[config.mk]
export PLATFORM = sky130hd
export DESIGN_NAME = audio_source_scheduler_flat
export DESIGN_NICKNAME = d
export VERILOG_FILES = /design/src/rtl/hdmi_audio_pkg.sv /design/src/rtl/audio_source_scheduler_if.sv /design/src/rtl/audio_request_priority_encoder.sv /design/src/rtl/audio_source_scheduler.sv /design/src/flat_wrapper.sv
export SDC_FILE = /design/constraint.sdc
export NUM_CORES = 1
export LEC_CHECK = 0
export ABC_CLOCK_PERIOD_IN_PS = 2400
export CELL_PAD_IN_SITES_DETAIL_PLACEMENT = 1
export CELL_PAD_IN_SITES_GLOBAL_PLACEMENT = 2
export CORE_ASPECT_RATIO = 0.75
export CORE_MARGIN = 3
export CORE_UTILIZATION = 23
export CTS_CLUSTER_DIAMETER = 40
export CTS_CLUSTER_SIZE = 24
export DETAILED_ROUTE_END_ITERATION = 12
export PLACE_DENSITY = 0.82
export SLEW_MARGIN = 15
export SYNTH_ARGS = -nofsm -noshare
export SYNTH_HDL_FRONTEND = slang
export SYNTH_SLANG_ARGS = --single-unit
[constraint.sdc]
create_clock -name clk_audio -period 2.4 [get_ports clk_audio]
set_clock_uncertainty 0.1 [all_clocks]
set_input_delay 0.6 -clock clk_audio [delete_from_list [all_inputs] [get_ports clk_audio]]
set_output_delay 0.6 -clock clk_audio [all_outputs]
set_load 0.1 [all_outputs]
[src/rtl/hdmi_audio_pkg.sv]
// Shared definitions for the HDMI audio source scheduler.
//  - audio_state_t     : scheduler state encoding (IDLE, MUTE, ACTIVE)
//  - OWNER_W           : width of a source index
//  - MAX_SOURCES       : widest request mask the helpers accept
//  - lowest_set_index  : index of the lowest set bit (index 0 = highest priority)
package hdmi_audio_pkg;

   typedef enum logic [1:0] {
      IDLE   = 2'd0,
      MUTE   = 2'd1,
      ACTIVE = 2'd2
   } audio_state_t;

   localparam int OWNER_W     = 2;
   localparam int MAX_SOURCES = 4;

   // Walk from the top down so the last hit is the lowest index.
   // An empty mask returns 0; callers qualify the result with their own "any" flag.
   function automatic logic [OWNER_W-1:0] lowest_set_index(input logic [MAX_SOURCES-1:0] mask);
      logic [OWNER_W-1:0] idx;
      idx = '0;
      for (int i = MAX_SOURCES - 1; i >= 0; i--) begin
         if (mask[i]) idx = OWNER_W'(i);
      end
      return idx;
   endfunction

endpackage

[src/rtl/audio_source_scheduler_if.sv]
// Bundle between the audio requesters and the scheduler.
//  master : the audio sources (drive request/valid/sample, observe ready and the scheduler outputs)
//  slave  : the scheduler (consumes requests, drives src_ready and the packet_picker-facing outputs)
//  src_request/src_valid/src_ready : one bit per source
//  src_sample                      : slice i = {right,left} of source i
//  audio_sample_word               : {right,left} to packet_picker
//  audio_active, owner_id, switch_pulse, underrun_count : status
interface audio_source_scheduler_if #(
   parameter int AUDIO_BIT_WIDTH = 16,
   parameter int NUM_SOURCES     = 2
) ();

   logic [NUM_SOURCES-1:0]                   src_request;
   logic [NUM_SOURCES-1:0]                   src_valid;
   logic [NUM_SOURCES*2*AUDIO_BIT_WIDTH-1:0] src_sample;
   logic [NUM_SOURCES-1:0]                   src_ready;
   logic [2*AUDIO_BIT_WIDTH-1:0]             audio_sample_word;
   logic                                     audio_active;
   logic [hdmi_audio_pkg::OWNER_W-1:0]       owner_id;
   logic                                     switch_pulse;
   logic [7:0]                               underrun_count;

   modport master (
      output src_request, src_valid, src_sample,
      input  src_ready, audio_sample_word, audio_active, owner_id, switch_pulse, underrun_count
   );

   modport slave (
      input  src_request, src_valid, src_sample,
      output src_ready, audio_sample_word, audio_active, owner_id, switch_pulse, underrun_count
   );

endinterface

[src/rtl/audio_request_priority_encoder.sv]
// Fixed-priority encoder over a request mask (index 0 highest).
//  mask    in  NUM_SOURCES  request bits
//  req_any out 1            at least one bit set
//  index   out OWNER_W      lowest set index (0 when mask is empty)
module audio_request_priority_encoder
   import hdmi_audio_pkg::*;
#(
   parameter int NUM_SOURCES = 2
) (
   input  logic [NUM_SOURCES-1:0] mask,
   output logic                   req_any,
   output logic [OWNER_W-1:0]     index
);

   logic [MAX_SOURCES-1:0] padded;

   assign padded  = MAX_SOURCES'(mask);
   assign req_any = |mask;
   assign index   = lowest_set_index(padded);

endmodule

[src/rtl/audio_source_scheduler.sv]
// Shares the single HDMI audio sample path between NUM_SOURCES requesters.
// Fixed priority (index 0 highest), a zero-sample mute gap on every ownership change,
// and release of an owner that underruns UNDERRUN_LIMIT times in a row.
//  clk_audio  in  sample-rate clock, one sample word per cycle
//  reset      in  synchronous, active-high
//  bus        slave side of audio_source_scheduler_if (requests/samples in,
//             src_ready, audio_sample_word and status out)
module audio_source_scheduler
   import hdmi_audio_pkg::*;
#(
   parameter int AUDIO_BIT_WIDTH     = 16,
   parameter int NUM_SOURCES         = 2,
   parameter int SWITCH_MUTE_SAMPLES = 16,
   parameter int UNDERRUN_LIMIT      = 8
) (
   input logic                     clk_audio,
   input logic                     reset,
   audio_source_scheduler_if.slave bus
);

   localparam int          SAMPLE_W  = 2 * AUDIO_BIT_WIDTH;
   // A zero-length gap still spends one cycle in MUTE.
   localparam logic [15:0] MUTE_LOAD = (SWITCH_MUTE_SAMPLES == 0) ? 16'd0 : 16'(SWITCH_MUTE_SAMPLES - 1);
   localparam logic [7:0]  LIMIT     = 8'(UNDERRUN_LIMIT);

   audio_state_t           state, next_state;
   logic [OWNER_W-1:0]     owner, next_owner;
   logic [15:0]            mute_cnt;
   logic [7:0]             consec_underruns, consec_inc;
   logic [7:0]             total_underruns, total_inc;
   logic [SAMPLE_W-1:0]    word_q, owner_sample;
   logic                   active_q, pulse_q;
   logic [NUM_SOURCES-1:0] blocked, blocked_next;
   logic [NUM_SOURCES-1:0] owner_onehot, eff_request, other_request;
   logic                   owner_req, owner_valid, underrun_release;
   logic                   any_req, any_other;
   logic [OWNER_W-1:0]     low_idx, low_other;

   // Decode the owner register into a one-hot mask and pick its sample slice.
   always_comb begin
      owner_onehot = '0;
      owner_sample = '0;
      for (int i = 0; i < NUM_SOURCES; i++) begin
         if (owner == OWNER_W'(i)) begin
            owner_onehot[i] = 1'b1;
            owner_sample    = bus.src_sample[i*SAMPLE_W +: SAMPLE_W];
         end
      end
   end

   // A source released for underrun stays invisible until it drops its request once.
   assign eff_request   = bus.src_request & ~blocked;
   assign other_request = eff_request & ~owner_onehot;
   assign owner_req     = |(bus.src_request & owner_onehot);
   assign owner_valid   = |(bus.src_valid & owner_onehot);
   assign consec_inc    = (consec_underruns == 8'hFF) ? 8'hFF : consec_underruns + 8'd1;
   assign total_inc     = (total_underruns == 8'hFF) ? 8'hFF : total_underruns + 8'd1;

   audio_request_priority_encoder #(.NUM_SOURCES(NUM_SOURCES)) u_all_enc (
      .mask    (eff_request),
      .req_any (any_req),
      .index   (low_idx)
   );

   audio_request_priority_encoder #(.NUM_SOURCES(NUM_SOURCES)) u_other_enc (
      .mask    (other_request),
      .req_any (any_other),
      .index   (low_other)
   );

   // Next-state and ownership decision. At the end of a mute gap the lowest-index
   // requester wins; that is the pending owner whenever it is still the best choice.
   always_comb begin
      next_state       = state;
      next_owner       = owner;
      underrun_release = 1'b0;
      case (state)
         IDLE: begin
            if (any_req) begin
               next_state = MUTE;
               next_owner = low_idx;
            end
         end
         MUTE: begin
            if (mute_cnt == 16'd0) begin
               if (any_req) begin
                  next_state = ACTIVE;
                  next_owner = low_idx;
               end else begin
                  next_state = IDLE;
                  next_owner = '0;
               end
            end
         end
         ACTIVE: begin
            underrun_release = !owner_valid && (consec_inc >= LIMIT);
            if (!owner_req || underrun_release) begin
               if (any_other) begin
                  next_state = MUTE;
                  next_owner = low_other;
               end else begin
                  next_state = IDLE;
                  next_owner = '0;
               end
            end else if (any_req && (low_idx < owner)) begin
               next_state = MUTE;
               next_owner = low_idx;
            end
         end
         default: begin
            next_state = IDLE;
            next_owner = '0;
         end
      endcase
   end

   always_comb begin
      blocked_next = blocked & bus.src_request;
      if (underrun_release) blocked_next = blocked_next | owner_onehot;
   end

   // Registered state, status outputs, sample word and underrun bookkeeping.
   always_ff @(posedge clk_audio) begin
      if (reset) begin
         state            <= IDLE;
         owner            <= '0;
         mute_cnt         <= '0;
         consec_underruns <= '0;
         total_underruns  <= '0;
         word_q           <= '0;
         active_q         <= 1'b0;
         pulse_q          <= 1'b0;
         blocked          <= '0;
      end else begin
         state    <= next_state;
         owner    <= next_owner;
         active_q <= (next_state == ACTIVE);
         pulse_q  <= (next_state == MUTE) && (state != MUTE);
         blocked  <= blocked_next;

         if ((next_state == MUTE) && (state != MUTE)) begin
            mute_cnt <= MUTE_LOAD;
         end else if ((state == MUTE) && (mute_cnt != 16'd0)) begin
            mute_cnt <= mute_cnt - 16'd1;
         end

         if (state == ACTIVE) begin
            if (owner_valid) begin
               word_q           <= owner_sample;
               consec_underruns <= '0;
            end else begin
               word_q           <= '0;
               consec_underruns <= consec_inc;
               total_underruns  <= total_inc;
            end
         end else begin
            word_q           <= '0;
            consec_underruns <= '0;
         end
      end
   end

   assign bus.src_ready         = (state == ACTIVE) ? owner_onehot : '0;
   assign bus.audio_sample_word = word_q;
   assign bus.audio_active      = active_q;
   assign bus.owner_id          = owner;
   assign bus.switch_pulse      = pulse_q;
   assign bus.underrun_count    = total_underruns;

endmodule

[src/flat_wrapper.sv]
// flat-port wrapper written by rule: the top's interface ports become plain ports
module audio_source_scheduler_flat import hdmi_audio_pkg::*;
#(
   parameter int AUDIO_BIT_WIDTH     = 16,
   parameter int NUM_SOURCES         = 2,
   parameter int SWITCH_MUTE_SAMPLES = 16,
   parameter int UNDERRUN_LIMIT      = 8
)
  (clk_audio, reset, bus_src_request, bus_src_valid, bus_src_sample, bus_src_ready, bus_audio_sample_word, bus_audio_active, bus_owner_id, bus_switch_pulse, bus_underrun_count);
  audio_source_scheduler_if #(.AUDIO_BIT_WIDTH(AUDIO_BIT_WIDTH), .NUM_SOURCES(NUM_SOURCES)) bus_i ();
  input logic clk_audio;
  input logic reset;
  input wire logic [$bits(bus_i.src_request)-1:0] bus_src_request;
  input wire logic [$bits(bus_i.src_valid)-1:0] bus_src_valid;
  input wire logic [$bits(bus_i.src_sample)-1:0] bus_src_sample;
  output wire logic [$bits(bus_i.src_ready)-1:0] bus_src_ready;
  output wire logic [$bits(bus_i.audio_sample_word)-1:0] bus_audio_sample_word;
  output wire logic [$bits(bus_i.audio_active)-1:0] bus_audio_active;
  output wire logic [$bits(bus_i.owner_id)-1:0] bus_owner_id;
  output wire logic [$bits(bus_i.switch_pulse)-1:0] bus_switch_pulse;
  output wire logic [$bits(bus_i.underrun_count)-1:0] bus_underrun_count;
  assign bus_i.src_request = bus_src_request;
  assign bus_i.src_valid = bus_src_valid;
  assign bus_i.src_sample = bus_src_sample;
  assign bus_src_ready = bus_i.src_ready;
  assign bus_audio_sample_word = bus_i.audio_sample_word;
  assign bus_audio_active = bus_i.audio_active;
  assign bus_owner_id = bus_i.owner_id;
  assign bus_switch_pulse = bus_i.switch_pulse;
  assign bus_underrun_count = bus_i.underrun_count;
  audio_source_scheduler #(.AUDIO_BIT_WIDTH(AUDIO_BIT_WIDTH), .NUM_SOURCES(NUM_SOURCES), .SWITCH_MUTE_SAMPLES(SWITCH_MUTE_SAMPLES), .UNDERRUN_LIMIT(UNDERRUN_LIMIT)) u_core (.clk_audio(clk_audio), .reset(reset), .bus(bus_i));
endmodule
# ---- Word-level counts from Yosys, hierarchy flattened
# Index checks and enable logic that the tools add are counted.
dict set report totals {
  regBits 72
  out_inout_bits 46
}
dict set report classes {
  n_addsub 3
  order_cmp 2
  eq_ne 11
  n_mux 29
  n_bitwise 10
  reduce_logical 21
}
# cell count
set op_table {}
lappend op_table {{32-bit 2-to-1 mux} 2}
lappend op_table {{2-bit 2-to-1 mux} 15}
lappend op_table {{8-bit by 1-bit adder with 8-bit output (second input constant)} 2}
lappend op_table {{8-bit equality test (second input constant)} 2}
lappend op_table {{16-bit logical NOT} 1}
lappend op_table {{8-bit 2-to-1 mux} 2}
lappend op_table {{16-bit nonzero test} 1}
lappend op_table {{16-bit by 1-bit subtractor with 16-bit output (second input constant)} 1}
lappend op_table {{2-bit one-hot mux with 3 select lines} 2}
lappend op_table {{2-bit bitwise AND} 5}
lappend op_table {{2-bit OR reduction} 5}
lappend op_table {{8-bit by 4-bit >= comparator with 1-bit output (second input constant)} 1}
lappend op_table {{4-bit 2-to-1 mux} 2}
lappend op_table {{2-bit by 1-bit equality test with 1-bit output (second input constant)} 3}
lappend op_table {{1-bit 2-to-1 mux} 6}
lappend op_table {{2-bit by 1-bit != test with 1-bit output (second input constant)} 3}
lappend op_table {{2-bit equality test (second input constant)} 2}
lappend op_table {{1-bit logical AND} 4}
lappend op_table {{2-bit logical NOT} 2}
lappend op_table {{2-bit inverter} 2}
lappend op_table {{4-bit OR reduction} 1}
lappend op_table {{3-bit by 1-bit != test with 1-bit output (second input constant)} 1}
lappend op_table {{3-bit AND reduction} 1}
lappend op_table {{3-bit OR reduction} 1}
lappend op_table {{7 further kinds} 9}

# ---- Logic depth before layout (Yosys ltp)
dict set report depth {
  word_depth 12
  ltp_mapped 9
  depth_no_buf 7
}

# ---- By module
# From an unflattened synthesis, not the netlist that was laid out.
dict set report unflattened {
  cells_unflattened 354
  area_unflattened_um2 3255.6
}
# module n_inst cells_each area_each_um2
set by_module_without_submodules {}
lappend by_module_without_submodules {audio_source_scheduler 1 346 3208.1}
lappend by_module_without_submodules {audio_request_priority_encoder 2 4 23.8}

# ---- Least setup slack after synthesis
# Ideal clock, no wire load.
dict set report synth_path {
  path_kind {reg2out}
  from {register u_core.owner[0], in the netlist u_core.bus.owner_id[0]}
  to {output port bus_src_ready[1]}
  t_arrival_ps 2994
  t_required_ps 1700
  setup_slack_ps -1294
  path_stages_with_launch 5
  path_buffers 2
  cell_sequence {dfxtp_1 > clkbuf_1 > clkbuf_1 > inv_1 > nor2_1}
}
dict set report synth_via {
  elab_chain_len 3
}
# item line
set synth_rtl {}
lappend synth_rtl {{start: declaration} audio_source_scheduler.sv:27} ;# logic [OWNER_W-1:0] owner, next_owner;
lappend synth_rtl {{start signal: assignment} audio_source_scheduler.sv:136} ;# owner <= next_owner;
lappend synth_rtl {{2-bit by 1-bit equality test with 1-bit output} audio_source_scheduler.sv:44} ;# if (owner == OWNER_W'(i)) begin
lappend synth_rtl {{1-bit 2-to-1 mux} audio_source_scheduler.sv:44}
lappend synth_rtl {{2-bit 2-to-1 mux} audio_source_scheduler.sv:163} ;# assign bus.src_ready = (state == ACTIVE) ? owner_onehot : '0;
lappend synth_rtl {{end: declaration} flat_wrapper.sv:16} ;# output wire logic [$bits(bus_i.src_ready)-1:0] bus_src_ready;
# Every way passes these cells.

# ---- Final worst setup path
dict set report layout_path {
  from {register u_core.mute_cnt[0]}
  to {register u_core.mute_cnt[1]}
}
dict set report layout_via {
  elab_chain_len 6
  word_cells_on_any_way 11
  cone_classes {1 x add/sub; 1 x eq/ne; 4 x mux; 5 x reduce/logical}
}
# item line
set layout_rtl {}
lappend layout_rtl {{start: declaration} audio_source_scheduler.sv:28} ;# logic [15:0] mute_cnt;
lappend layout_rtl {{start signal: assignment} audio_source_scheduler.sv:144} ;# mute_cnt <= mute_cnt - 16'd1;
lappend layout_rtl {{branches (longest 6 deep; another with 16-bit by 1-bit subtractor with 16-bit output)} -}
# Several ways; the timed one is not identified. The select of a mux whose other input is x is not followed.
# A chain may end at the register's enable or synchronous reset.

==> results list <==
- Drt total wl: 9820 microns
- In the finished design, the share of the clock period the worst path needs comes to 97.2%.
* Io pins: 116
- Normalized max-slew margin: 62.8%
- Clock tree synthesis selected as its root buffer the cell clkbuf_16.
- Post-synth EDFFs: 0
- Launching element of the worst setup path: u_core.mute_cnt[0]
- Largest area contributor in the netlist: dfxtp_1
- Synth Cell Area: 3210 sq um
* Timing endpoint of the critical path: u_core.mute_cnt[1]
- In the final layout, the multi-input gates occupy 1710 sq um.
* Average cell area after synthesis: 9.29 sq um
- Buffer levels on the longest clock path: 2
- Horiz. Die Dim: 142 microns
- Setup WS post-layout: 0.0672 ns
- The worst setup path is captured at a register.
- Setup slack, reg-to-reg: 0.07 ns
- The die is 108 microns tall.
* Layout Cells excl Fill: 659
- The filler cells instantiated in the layout total 1526.
- Counting the buffers created by CTS gives 9.
* Sum Neg Setup Slack: 0 ns
* Worst hold-check path type: reg2reg
- After global routing the overflow that remains totals 0.
- In the synthesized netlist the dominant register cell turns out to be dfxtp_1.
* Via count of the routed design: 3050
- Number of different library cells in the post-synthesis netlist: 58
- Post-route cell area: 5040 sq um
* Fraction of layout instances using a drive strength above 1: 24.0%
* Class of the most critical setup path: reg2reg
- Worst vdd rail ir drop: 406 uV
- For this configuration, the core starts out at a cell density of 24.1%.
- Dividing the detail-routed wire length by the instance count gives 14.9 microns.
* Synth-to-Final Area Change: 57.3%
- Post-synth top area share: 44.3%
- The startpoint identified for the worst register-to-register timing path is u_core.mute_cnt[0].
- FF-to-FF End: u_core.mute_cnt[1]
- Drt via density: 4.63
* Path depth of the worst reg2reg path: 7
- Total placed instance area: 4630 sq um
* Standard-cell row count: 36
- dfxtp_1 is the most common cell in the netlist.
- CTS clk-pin slew, worst paths: 0.06 ns
- Prior to clock tree synthesis, the placed netlist has a worst setup slack of -0.0392 ns.
- The sequential cells in the finished layout cover a total of 1430 sq um.
- DR DRC count: 0
- Overall die area: 15400 sq um
- The number of hold violations in the final report came to 0.
* Number of sinks driven by the clock tree: 71
* Pin count of the biggest net entering global routing: 33
- Final core utilization: 37.9%
* Portion of the post-synthesis area used by sequential elements: 44.3%
- For this design the ratio of total power to cell area is 710 nW/um^2.
* # nets final: 556
- Counting tap cells, the placed design contains a total of 639 instances.
* Top cells by area in the synthesized netlist: dfxtp_1 (44%), mux2i_1 (11%), nor2_1 (7.0%)
- Across the run, the number of max-cap violations was 0.
- The H-tree generated during clock tree synthesis spans 3 levels.
- Gate count of the mapped netlist: 345
- Proportion of register bits with asynchronous set or reset after synthesis: 0%
* Commonest cells in the synthesized netlist: dfxtp_1 (71), nor2_1 (60), mux2i_1 (36)
* Biggest fanout along the worst timing path: 7
- Unrepaired setup endpoints after global routing: no
* Finish-stage setup viols: 0
- The run finished with clean final reports.
- In the global route stage, overall resource usage came out at 13.0%.
- Post-DRT Antenna Nets: 0
* Slew of the pin with the lowest slew margin: 0.558 ns
- In this run, synthesis produced a sequential element count of 71.
- At the end of routability-driven placement, the weighted congestion stood at 0.806.
- The HPWL after detailed placement is 7590 microns.
- Summed over all cells, the static leakage comes to 0.00199 uW.
* Minimum clock period: 2.33 ns
- STA puts the critical path data arrival time at 2.50 ns.
- Antenna diode count: 0
- The number of pins with negative max-slew slack in the final report was 0.
- Max frequency: 0.429 GHz
* Number of global-route vias before repair: 3233
- The first global-routing pass estimated 16000 microns of wire.
- Port-buffer cells: 114
- The number of antenna violations at the first check in global routing was 0.
- Initial DRC Count: 96
- Synthesis produced a netlist with a net count of 418.
- Clock latency on the worst-skew pair, taken at its later pin, is 0.33 ns.
- CP required: 2.56 ns
- The worst setup path is launched from a register.
- TritonCTS built the clock tree.
- First drt pass iteration count: 4
- The core region is 13300 sq um.
* Number of warnings printed during yosys synthesis: 0
## state kept, by name, indices dropped and copies added (netlist names)
register	cells
u_core.bus.audio_sample_word	32
u_core.mute_cnt	16
u_core.bus.underrun_count	8
u_core.consec_underruns	8
u_core.blocked	2
u_core.state	2
u_core.bus.audio_active	1
u_core.bus.owner_id	1
u_core.bus.switch_pulse	1
## where the power goes
part / switching [uW] / leakage [uW] / internal [uW]
clock network: 522 / 0.000158 / 1020
registers: 48.4 / 0.000576 / 1220
logic: 386 / 0.00125 / 391
## stage by stage
stage          hold slack (ns)  total power, uW
3_3_place_gp             0.343             2010
2_1_floorplan            0.332             1750
5_1_grt                  0.397             3770
3_5_place_dp             0.348             2020
4_1_cts                  0.356             3600
6_report                 0.355             3580
## logic make-up (layout without fill, tap and decap cells)
| family | count (synthesis) | count (layout) | share of synthesized area [%] |
|---|---|---|---|
| other | 1 | 1 | 0.117 |
| XOR/XNOR | 18 | 18 | 4.92 |
| AND/OR/NAND/NOR | 138 | 138 | 22.5 |
| multiplexers | 39 | 39 | 12.3 |
| AO/OA/AOI/OAI | 52 | 52 | 11.4 |
| buffers and inverters | 23 | 166 | 3.32 |
| flip-flops | 71 | 71 | 44.3 |
| adder cells (fa/ha/maj) | 3 | 3 | 1.17 |
## cells in the final DEF, fill, tap and decap left out, types with 2 or more instances in the layout
| master | synthesis | layout |
|---|---|---|
| o21bai_1 | 2 | 2 |
| clkinvlp_4 | 0 | 3 |
| nand4_1 | 6 | 6 |
| clkdlybuf4s50_1 | 0 | 69 |
| buf_4 | 1 | 68 |
| clkbuf_16 | 0 | 9 |
| nand3_1 | 14 | 14 |
| inv_1 | 7 | 5 |
| nand3b_1 | 3 | 3 |
| or4_1 | 4 | 4 |
| inv_2 | 0 | 2 |
| ha_1 | 3 | 2 |
| a31o_2 | 2 | 2 |
| nor2b_1 | 3 | 3 |
| dfxtp_1 | 71 | 66 |
| and3_1 | 3 | 3 |
| nor3_1 | 9 | 9 |
| nor2_1 | 60 | 58 |
| nand2_1 | 14 | 14 |
| a31oi_1 | 3 | 3 |
| a211oi_1 | 2 | 2 |
| nand2b_1 | 4 | 3 |
| dfxtp_2 | 0 | 4 |
| and4_1 | 2 | 2 |
| nor3b_1 | 2 | 2 |
| or4_4 | 2 | 2 |
| mux2_2 | 3 | 3 |
| a22oi_1 | 2 | 2 |
| buf_12 | 0 | 5 |
| o21ai_0 | 6 | 6 |
| xor2_1 | 14 | 14 |
| xnor2_1 | 4 | 4 |
| o31ai_1 | 2 | 2 |
| a21o_1 | 3 | 3 |
| bufinv_16 | 0 | 3 |
| mux2i_1 | 36 | 36 |
| a21oi_1 | 19 | 19 |
## layer usage
metal,vias to the layer above,share of wire [%],global-route usage (%)
met5,-,0,0
met4,0,0.91,3.46
met3,6,9.3,6.85
met2,93,45,21.2
met1,1450,45,15.2
li1,1501,-,-
## critical path, stage by stage (launching register included)
cell,delay (ns)
dfxtp_2,0.33
inv_2,0.08
ha_4,0.14
or3b_2,0.43
or4_4,0.61
nand2_8,0.11
mux2_2,0.33
a21oi_1,0.13
## layout make-up
type | count | area share [%]
tap | 171 | 4.24
multi-input combinational | 251 | 34.0
inverter | 7 | 0.521
sequential | 71 | 28.4
timing repair buffer | 143 | 26.0
clock buffer | 9 | 4.47
clock inverter | 7 | 2.41
## worst min path at each step
| stage | cells after the start | startpoint | slack [ns] | end |
|---|---|---|---|---|
| finish | 2 | u_core.blocked[0] | 0.35 | u_core.blocked[0] |
| global route | 2 | u_core.blocked[0] | 0.40 | u_core.blocked[0] |
| CTS | 2 | u_core.blocked[0] | 0.36 | u_core.blocked[0] |
| detailed placement | 2 | u_core.blocked[0] | 0.35 | u_core.blocked[0] |
| global placement | 2 | u_core.blocked[0] | 0.34 | u_core.blocked[0] |
| floorplan | 2 | u_core.blocked[0] | 0.33 | u_core.blocked[0] |
## what timing repair did
item | in CTS | in global routing
buffers inserted | 0 | 4
resized for setup | 0 | 9
endpoints found under the setup margin | 0 | 7
hold buffers | 0 | 0
Note: power is estimated with default switching activity, not from simulation.
